==> src/rtl/mine_pkg.sv <==
// Shared types and helpers for the mine placement sequencer.
package mine_pkg;

    typedef enum logic [2:0] {IDLE, CLEAR, STEP, READ, TEST, DONE} state_t;

    typedef logic [7:0] cell_addr_t;

    localparam logic [7:0] DEFAULT_SEED = 8'h1F;

    function automatic int cells(input int rows, input int cols);
        return rows * cols;
    endfunction

endpackage

==> src/rtl/mine_placer.sv <==
// Clears the board RAM, then steps the external LFSR and writes MINES unique,
// on-board mines that avoid the first-click cell.
module mine_placer
    import mine_pkg::*;
#(
    parameter int         ROWS      = 8,
    parameter int         COLS      = 8,
    parameter int         MINES     = 10,
    parameter logic [7:0] SEED      = DEFAULT_SEED,
    parameter int         MAX_DRAWS = 4096
) (
    input  logic       clk,
    input  logic       rst,
    input  logic       start,
    input  logic [7:0] safe_addr,
    input  logic       seed_valid,
    input  logic [7:0] seed,
    output logic       lfsr_load,
    output logic [7:0] lfsr_seed,
    output logic       lfsr_en,
    input  logic [7:0] lfsr_data,
    output logic [7:0] mem_addr,
    output logic       mem_re,
    input  logic       mem_rdata,
    output logic       mem_we,
    output logic       mem_wdata,
    output logic       busy,
    output logic       done,
    output logic       error,
    output logic [7:0] mine_count
);

    localparam int CELLS = cells(ROWS, COLS);
    localparam int DW    = $clog2(MAX_DRAWS + 1);
    localparam logic [DW-1:0] DRAW_LIMIT = DW'(MAX_DRAWS);
    localparam cell_addr_t    LAST_CELL  = cell_addr_t'(CELLS - 1);
    localparam logic [7:0]    LAST_MINE  = 8'(MINES - 1);

    if (CELLS > 255) begin : g_cells_chk
        $error("mine_placer: ROWS*COLS must be <= 255");
    end
    if (MINES < 1 || MINES >= CELLS) begin : g_mines_chk
        $error("mine_placer: MINES must be in 1..CELLS-1");
    end

    state_t        state, state_next;
    cell_addr_t    clr_addr;
    cell_addr_t    safe_q;
    cell_addr_t    cand_q;
    cell_addr_t    cand;
    logic          cand_ok;
    logic [DW-1:0] draws;

    // LFSR never yields 0, so its 1..255 range maps onto cells 0..254.
    always_comb begin
        cand    = lfsr_data - 8'd1;
        cand_ok = (int'(cand) < CELLS) && (cand != safe_q);
    end

    always_ff @(posedge clk) begin
        if (rst) begin
            state      <= IDLE;
            clr_addr   <= '0;
            safe_q     <= '0;
            cand_q     <= '0;
            draws      <= '0;
            mine_count <= '0;
        end else begin
            state <= state_next;
            case (state)
                IDLE: begin
                    if (start) begin
                        safe_q     <= safe_addr;
                        mine_count <= '0;
                        draws      <= '0;
                        clr_addr   <= '0;
                    end
                end
                CLEAR: clr_addr <= clr_addr + 8'd1;
                STEP: begin
                    if (draws != DRAW_LIMIT) draws <= draws + DW'(1);
                end
                READ: cand_q <= cand;
                TEST: begin
                    if (!mem_rdata) mine_count <= mine_count + 8'd1;
                end
                default: ;
            endcase
        end
    end

    always_comb begin
        state_next = state;
        lfsr_load  = 1'b0;
        lfsr_seed  = '0;
        lfsr_en    = 1'b0;
        mem_addr   = '0;
        mem_re     = 1'b0;
        mem_we     = 1'b0;
        mem_wdata  = 1'b0;
        done       = 1'b0;
        error      = 1'b0;
        busy       = (state != IDLE);
        case (state)
            IDLE: begin
                if (seed_valid) begin
                    lfsr_load = 1'b1;
                    lfsr_seed = (seed == 8'd0) ? SEED : seed;
                end
                if (start) state_next = CLEAR;
            end
            CLEAR: begin
                mem_we   = 1'b1;
                mem_addr = clr_addr;
                if (clr_addr == LAST_CELL) state_next = STEP;
            end
            STEP: begin
                if (draws == DRAW_LIMIT) begin
                    error      = 1'b1;
                    state_next = IDLE;
                end else begin
                    lfsr_en    = 1'b1;
                    state_next = READ;
                end
            end
            READ: begin
                if (cand_ok) begin
                    mem_addr   = cand;
                    mem_re     = 1'b1;
                    state_next = TEST;
                end else begin
                    state_next = STEP;
                end
            end
            TEST: begin
                if (mem_rdata) begin
                    state_next = STEP;
                end else begin
                    mem_we     = 1'b1;
                    mem_wdata  = 1'b1;
                    mem_addr   = cand_q;
                    state_next = (mine_count == LAST_MINE) ? DONE : STEP;
                end
            end
            DONE: begin
                done       = 1'b1;
                state_next = IDLE;
            end
            default: state_next = IDLE;
        endcase
    end

endmodule

==> config.mk <==
export PLATFORM = sky130hd
export DESIGN_NAME = mine_placer
export DESIGN_NICKNAME = d
export VERILOG_FILES = /design/src/rtl/mine_pkg.sv /design/src/rtl/mine_placer.sv
export SDC_FILE = /design/constraint.sdc
export NUM_CORES = 1
export LEC_CHECK = 0
export ABC_CLOCK_PERIOD_IN_PS = 1900
export BUFFER_PORTS_ARGS = -buffer_cell sky130_fd_sc_hd__buf_4
export CORE_UTILIZATION = 49
export CTS_CLUSTER_DIAMETER = 30
export DETAILED_ROUTE_END_ITERATION = 16
export GPL_TIMING_DRIVEN = 1
export PLACE_DENSITY = 0.84
export SYNTH_ARGS = -nofsm -noshare
export SYNTH_HDL_FRONTEND = slang
export SYNTH_SLANG_ARGS = --single-unit
==> constraint.sdc <==
create_clock -name clk -period 1.9 [get_ports clk]
set_input_delay 0.095 -clock clk [delete_from_list [all_inputs] [get_ports clk]]
set_output_delay 0.095 -clock clk [all_outputs]
set_load 0.01 [all_outputs]
# ---- Word level (Yosys, flattened, before mapping)
# Cells that the tools add are included.
dict set report totals {
  word_cells 69
  input_bits 29
  output_inout_bits 32
  reg_bits 48
}
dict set report op_classes {
  n_lt_le_gt_ge 1
  reduce_logical 12
  n_eq_ne 14
  add_sub_neg 4
  mux 32
}
# operator n
set op_table {}
lappend op_table {{2-to-1 mux 8 bit} 7}
lappend op_table {{one-hot mux 8 bit (2 select lines)} 2}
lappend op_table {{2-to-1 mux 13 bit} 2}
lappend op_table {{one-hot mux 13 bit (2 select lines)} 1}
lappend op_table {{one-hot mux 8 bit (3 select lines)} 1}
lappend op_table {{adder 8 x 1 -> 8 bit (second input constant)} 2}
lappend op_table {{2-to-1 mux 3 bit} 5}
lappend op_table {{one-hot mux 3 bit (5 select lines)} 1}
lappend op_table {{adder 13 x 1 -> 13 bit (second input constant)} 1}
lappend op_table {{equality test 13 bit (second input constant)} 1}
lappend op_table {{inequality test 13 bit (second input constant)} 1}
lappend op_table {{2-to-1 mux 1 bit} 11}
lappend op_table {{equality test 8 x 4 -> 1 bit (second input constant)} 1}
lappend op_table {{equality test 8 x 6 -> 1 bit (second input constant)} 1}
lappend op_table {{logical NOT 8 bit} 1}
lappend op_table {{< comparator 8 x 7 -> 1 bit (second input constant)} 1}
lappend op_table {{inequality test 2 bit (second input constant)} 4}
lappend op_table {{inequality test 8 bit} 1}
lappend op_table {{subtractor 8 x 1 -> 8 bit (second input constant)} 1}
lappend op_table {{equality test 3 x 2 -> 1 bit (second input constant)} 2}
lappend op_table {{equality test 3 bit (second input constant)} 2}
lappend op_table {{AND reduction 2 bit} 3}
lappend op_table {{AND reduction 3 bit} 2}
lappend op_table {{nonzero test 2 bit} 3}
lappend op_table {{6 further kinds} 6}

# ---- Depth between registers and ports, before layout
# Gate-level depths: netlist of run 1.
dict set report logic_depth {
  word_depth 5
  mapped_depth 8
  ltp_nobuf 7
}

# ---- Least setup slack after synthesis of run 1
# Ideal clock, no wire load.
dict set report synth_path {
  path_kind {reg-to-reg}
  start {reg draws[0]}
  end {reg draws[2]}
  arrival_ps 1741
  synth_period_minus_slack_ps 1858
  slack_ps 42
  required_time_ps 1783
  path_buffers 1
  setup_ps 117
  stages_incl_launch_ff 9
  cell_sequence {dfxtp_1 > inv_1 > ha_1 > nor4b_1 > a31oi_4 > buf_6 > o21ai_2 > xor2_1 > nor2_1}
}
dict set report synth_via {
  elab_chain_len 3
  word_cells_on_any_way 6
  cone_classes {1 x add/sub; 2 x eq/ne; 2 x mux; 1 x reduce/logical}
}
# item line
set synth_rtl {}
lappend synth_rtl {{start, declared} mine_placer.sv:52} ;# logic [DW-1:0] draws;
lappend synth_rtl {{start signal, assigned} mine_placer.sv:81} ;# if (draws != DRAW_LIMIT) draws <= draws + DW'(1);
lappend synth_rtl {{adder 13 x 1 -> 13 bit / inequality test 13 bit (equally long branches)} mine_placer.sv:81}
lappend synth_rtl {{2-to-1 mux 13 bit / inequality test 2 bit (equally long branches)} n/a}
lappend synth_rtl {{one-hot mux 13 bit (2 select lines) / AND reduction 3 bit (equally long branches)} n/a}
# Several ways; a longest one is shown, not always the timed one. The select of a mux whose other input is x is not followed.
# A chain may end at the register's enable or synchronous reset.

# ---- Final worst setup path of run 1
dict set report layout_path {
  start {reg safe_q[0]}
  end {out mem_addr[5]}
}
dict set report layout_via {
  elab_chain_len 4
}
# item line
set layout_rtl {}
lappend layout_rtl {{start, declared} mine_placer.sv:48} ;# cell_addr_t safe_q;
lappend layout_rtl {{start signal, assigned} mine_placer.sv:73} ;# safe_q <= safe_addr;
lappend layout_rtl {{inequality test 8 bit} mine_placer.sv:57} ;# cand_ok = (int'(cand) < CELLS) && (cand != safe_q);
lappend layout_rtl {{logical AND 1 bit} mine_placer.sv:57}
lappend layout_rtl {{2-to-1 mux 8 bit} mine_placer.sv:127} ;# if (cand_ok) begin
lappend layout_rtl {{one-hot mux 8 bit (3 select lines)} mine_placer.sv:104} ;# case (state)
lappend layout_rtl {{end, declared} mine_placer.sv:22} ;# output logic [7:0] mem_addr,
# Every way passes these cells.

==> results of run 1 <==
[repair_timing]
action                     CTS  global route
pin swaps                    2             4
setup endpoints to repair    8            17
gates resized for setup      8            22
setup buffers                2             3
[synth_stat cells (all sizes together)]
master	number	area share
nand2	25	0.035
and3	8	0.019
o211ai	5	0.014
a22oi	6	0.017
mux2i	2	0.0075
a31oi	3	0.013
nand3b	5	0.014
nand2b	1	0.0023
o21ai	14	0.029
inv	9	0.013
nor3b	3	0.016
or4	3	0.0084
and4	2	0.0065
buf	9	0.022
xor2	19	0.062
and2	2	0.0047
o311ai	2	0.0093
and3b	2	0.0065
a22o	3	0.0098
nor3	7	0.017
or3b	2	0.0065
nor4b	6	0.022
o2111a	1	0.0042
nand4b	1	0.0033
clkbuf	9	0.013
o21a	4	0.011
a21boi	1	0.0028
ha	6	0.028
nand4	3	0.0070
o41ai	2	0.0065
nor2	46	0.064
a211oi	9	0.025
dfxtp	48	0.36
nor4	4	0.0093
xnor2	12	0.039
a311oi	1	0.0033
a21oi	20	0.037
o2111ai	4	0.013
or2	2	0.0047
or3	2	0.0047
nand3	6	0.011
[registers in the layout, summed over array words and instances (netlist names)]
signal      cells
draws          13
clr_addr        8
cand_q          8
safe_q          8
state           3
mine_count      8
[layout make-up]
| cell class | instances | area, um^2 |
|---|---|---|
| multi-input combinational | 244 | 1690 |
| fill | 408 | 1600 |
| sequential | 48 | 965 |
| timing repair buffer | 92 | 698 |
| tap | 70 | 87.6 |
| clock buffer | 7 | 86.3 |
| inverter | 9 | 33.8 |
| clock inverter | 1 | 7.51 |
[power breakdown]
| part | switching (mW) | leakage, nW | total [mW] | internal, mW |
|---|---|---|---|---|
| registers | 0.0242 | 0.390 | 1.06 | 1.03 |
| logic | 0.267 | 1.01 | 0.503 | 0.235 |
| clock network | 0.336 | 0.0445 | 0.633 | 0.296 |
| total | 0.628 | 1.45 | 2.19 | 1.57 |
[per-layer routing]
| layer | vias up | part of all wire | GRT usage |
|---|---|---|---|
| li1 | 1304 | - | - |
| met1 | 1240 | 0.41 | 0.294 |
| met2 | 111 | 0.51 | 0.448 |
| met3 | 22 | 0.055 | 0.0491 |
| met4 | 0 | 0.028 | 0.104 |
| met5 | - | 0 | 0 |
[worst reg2reg max path: stages, from the launching register on]
cell and delay (ns):
dfxtp_1 0.36, buf_4 0.18, nor4b_4 0.40, buf_4 0.30, o2111ai_1 0.16, xor2_1 0.17, nor2_1 0.10
[per-stage QoR]
stage / worst slack [ns] / power, mW / area, um^2 / utilization
global placement: 0.0523 / 1.53 / 3340 / 0.647
global route: -0.199 / 2.30 / 3570 / 0.690
CTS: -0.0453 / 2.17 / 3470 / 0.671
detailed placement: -0.111 / 1.54 / 3340 / 0.647
finish: -0.110 / 2.19 / 3570 / 0.690
floorplan: 0.0418 / 1.34 / 2680 / -
[cells by family after synthesis]
family | count (synthesis) | share of synthesized area
xor gates and xnor gates | 31 | 0.101
buffers and inverters | 27 | 0.0471
muxes | 2 | 0.00747
adders and majority gates | 6 | 0.0280
and+or+nand+nor | 130 | 0.263
AOI/OAI and AO/OA | 75 | 0.195
DFF | 48 | 0.358
[path summary, 6_finish.rpt]
path	end	slack [ns]	cells after the start
setup / recovery	mem_addr[5]	-0.11	7
hold / removal	safe_q[0]	0.04	3
setup reg to reg	draws[12]	0.15	6
hold reg to reg	safe_q[5]	0.48	2
==> reports/qor.yml, run 1 <==
grt:
  grtUsageTotal: 0.251
  grt_start_max_net_pins: 31
  grt_pass1_vias: 2545
  antenna_found_initial: 0
  grt_pass1_wl_um: 11700
  grt.overflow.total: 0
sta:
  worstMarginPinSlew_ns: 0.567
  layout_setup_ws_ns: -0.110
  fin_skew_ns: 0.00917
  slew_headroom: 0.617
  hold_violations: 0
  period_share: 1.06
  drv_slew: 0
  fin_setup_tns_ns: -0.596
  rsz0062_at_grt: "true"
  min_period_ns: 2.01
  setup_viol_count_final: 6
  fmax_mhz: 498
  hold_ws_ns: 0.0441
cts:
  clock_path_buffers: 2
  h-tree-depth: 2
  cts.sinks: 48
  clk_latency_ns: 0.30
  clockRootBuffer: "clkbuf_8"
  cts_hold_buf: 0
  path_clk_slew_ns: 0.08
  cts_tree: "yes"
  cts_made_buffers: 5
drt:
  initialDrtViolationCount: 170
  ant_nets: 0
  routed_wl_um: 7110
  vias: 2677
  wire_per_inst_um: 15.1
  vias_per_cell: 5.68
  drt_pass1_iterations: 7
  drc: 0
synthesis:
  synth_fp_nets: 354
  synth-seq-area-share: 0.358
  yosys_register_bits: 48
  synth_cell_types: 52
  ys.warnings.count: 0
  netlist_area_um2: 2680
  synth_cells: 319
  syn_avg_cell_area_um2: 8.41
hold_path:
  hp-class: "primary input to flop"
  holdCritStartpoint: "safe_addr[0]"
critical_path:
  path_delay_family: "simple AND/OR/NAND/NOR gates"
  cp_cell_sequence: "xnor2_2 -> nor4_2 -> nand4b_1 -> o311ai_2 -> buf_4 -> o21ai_2 -> buf_4"
  start_kind: "flop"
  critPathBufInv: 2
  crit_start: "safe_q[0]"
  slowest_stage: "dfxtp_2"
  cp_max_fo: 6
  path_common_cell: "buf_4"
  crit_required_ns: 1.80
  path_class: "flop to primary output"
  cp-end-kind: "primary output"
  r2r_start: "state[0]"
  arrival_ns: 1.91
  critPathMaxStageDelay_ns: 0.34
floorplanning:
  coreArea_um2: 5170
  start_util: 0.518
  die-width_um: 76.0
  rows: 26
  io-pin-count: 61
  die_y_um: 76.0
  dieArea_um2: 5770
outcome:
  violations: "setup timing"
  status: "finished with violations"
final_layout:
  drive_above_1_share: 0.324
  final_common_cell: "buf_4"
  area_growth_pct: 33.1
  nNetsFinal: 435
  n_antenna_cell: 0
  final_cell_mix: "buf_4, nor2_1, dfxtp_1"
  stdcell_count: 471
pwr:
  ir_drop_v: 0.000489
  power.leakage_nw: 1.45
  powerDensity_nw_per_um2: 615
run:
  maxCapViolCount: 0
placement:
  hpwl_um: 5160
  io_buffer_count: 60
  placedCellCount: 458
  gp_congestion: 0.797
Power figures use the tool's default switching activity.
==> run 2, diff against run 1 <==
Settings changed: CORE_UTILIZATION 49 to 47, GPL_ROUTABILITY_DRIVEN from default to 0, PLACE_DENSITY 0.84 to 0.82, REMOVE_ABC_BUFFERS from default to 1.
==> reports/qor.yml, run 2 (synthesized netlist as in run 1, its figures left out) <==
outcome:
  status: "finished with violations"
  violations: "setup timing"
sta:
  hold_violations: 0  # unchanged
  rsz0062_at_grt: "true"
  fmax_mhz: 512  # +2.9%
  slew_headroom: 0.663  # +0.0466
  layout_setup_ws_ns: -0.0538  # +0.0560 ns
  min_period_ns: 1.95  # -0.0560 ns
  worstMarginPinSlew_ns: 0.501  # -0.0657 ns
  fin_skew_ns: 0.0104  # +0.00121 ns
  drv_slew: 0  # unchanged
  setup_viol_count_final: 7  # +1
  period_share: 1.03  # -0.0295
drt:
  vias: 2621  # -2.1%
  routed_wl_um: 6560  # -7.7%
  wire_per_inst_um: 14.0  # -7.1%
  initialDrtViolationCount: 107  # -37%
  vias_per_cell: 5.60  # -1.5%
  drc: 0  # unchanged
  drt_pass1_iterations: 4  # -3
  ant_nets: 0  # unchanged
floorplanning:
  dieArea_um2: 6010  # +4.1%
  die_y_um: 77.5  # +2.0%
  coreArea_um2: 5510  # +6.5%
  start_util: 0.487  # -0.0314
  rows: 27  # +3.8%
  io-pin-count: 61  # unchanged
  die-width_um: 77.5  # +2.0%
cts:
  clk_latency_ns: 0.31  # about the same
  cts_made_buffers: 5  # unchanged
  path_clk_slew_ns: 0.09  # about the same
  cts_tree: "yes"
  clockRootBuffer: "clkbuf_8"
  h-tree-depth: 2  # unchanged
  clock_path_buffers: 2  # unchanged
  cts.sinks: 48  # unchanged
run:
  maxCapViolCount: 0  # unchanged
critical_path:
  slowest_stage: "dfxtp_2"
  cp-end-kind: "primary output"
  start_kind: "flop"
  arrival_ns: 1.86  # -0.05 ns
  critPathMaxStageDelay_ns: 0.35  # about the same
  cp_cell_sequence: "xnor2_2 -> nor4_2 -> nand4b_1 -> o311ai_2 -> buf_4 -> o21ai_2 -> buf_4"
  crit_required_ns: 1.80  # about the same
  path_class: "flop to primary output"
  cp_max_fo: 8  # +2
  path_common_cell: "buf_4"
final_layout:
  stdcell_count: 468  # -0.64%
  n_antenna_cell: 0  # unchanged
  final_cell_mix: "buf_4, nor2_1, dfxtp_1"
  nNetsFinal: 430  # -1.1%
  post-route-util: 0.641  # -0.0494
  area_growth_pct: 31.5
  final_common_cell: "buf_4"
  largest_reg_flops: 13  # unchanged
  largest_register: "draws"
  drive_above_1_share: 0.301  # -0.0237
  design_area_um2: 3530  # -1.2%
  fillerInstances: 481  # +18%
pwr:
  ir_drop_v: 0.000539  # +10%
  powerDensity_nw_per_um2: 630  # +2.5%
  finalPower_mw: 2.22  # +1.3%
  power.leakage_nw: 1.41  # -2.3%
grt:
  grt_start_max_net_pins: 31  # unchanged
  grtUsageTotal: 0.223  # -0.0283
  grt.overflow.total: 0  # unchanged
  antenna_found_initial: 0  # unchanged
  grt_pass1_vias: 2477  # -2.7%
  grt_pass1_wl_um: 10900  # -7.0%
placement:
  hpwl_um: 4810  # -6.7%
  placed_cell_area_um2: 3360  # +0.37%
  placedCellCount: 458  # unchanged
  io_buffer_count: 60  # unchanged
hold_path:
  hp-class: "primary input to flop"
[run 2: stage by stage]
stage / setup WS (ns) / TNS (ns) / hold slack [ns]
floorplan: -0.706 / -15.59 / 0.164
global placement: 0.0448 / 0 / 0.347
detailed placement: -0.0700 / -0.127 / 0.354
CTS: -0.100 / -0.625 / 0.0116
global route: -0.201 / -1.41 / 0.0279
finish: -0.0538 / -0.275 / 0.0157
[run 2: worst max-delay path: cells and delay by family (launching register included)]
family | cells | cell delay (ns)
AO/OA/AOI/OAI | 2 | 0.30
XOR/XNOR | 1 | 0.13
buffers and inverters | 2 | 0.37
flip-flops | 1 | 0.35
AND/OR/NAND/NOR | 2 | 0.40
[run 2: what timing repair did]
item,in CTS,in global routing
cloned,0,0
pin swaps,3,6
endpoints found under the setup margin,8,23
hold buffers,0,0
setup buffers,1,1
resized for setup,9,11
[run 2: power breakdown]
group	switching [mW]	internal, mW	leakage [nW]	total, mW
Clock	0.372	0.298	0.0516	0.670
Combinational	0.262	0.235	0.973	0.497
Sequential	0.0211	1.03	0.390	1.06
[run 2: path summary, 6_finish.rpt]
path,start,to,slack [ns],cells after the start
setup / recovery,safe_q[0],mem_addr[0],-0.05,7
hold / removal,safe_addr[0],safe_q[0],0.02,3
setup reg to reg,state[2],mine_count[5],0.08,6
hold reg to reg,safe_q[7],safe_q[7],0.48,2
[run 2: layout make-up]
type / count / area, um^2 / area share
timing repair buffer: 87 / 678 / 0.192
tap: 72 / 90.1 / 0.0255
sequential: 48 / 965 / 0.274
clock buffer: 6 / 82.6 / 0.0234
clock inverter: 2 / 13.8 / 0.00390
inverter: 9 / 33.8 / 0.00958
multi-input combinational: 244 / 1660 / 0.472
[run 2: per-layer routing]
layer / global-route usage / part of all wire / up-vias
met4: 0.0830 / 0.018 / 0
met1: 0.257 / 0.45 / 1263
met5: 0 / 0 / -
li1: - / - / 1292
met2: 0.398 / 0.49 / 56
met3: 0.0506 / 0.046 / 10
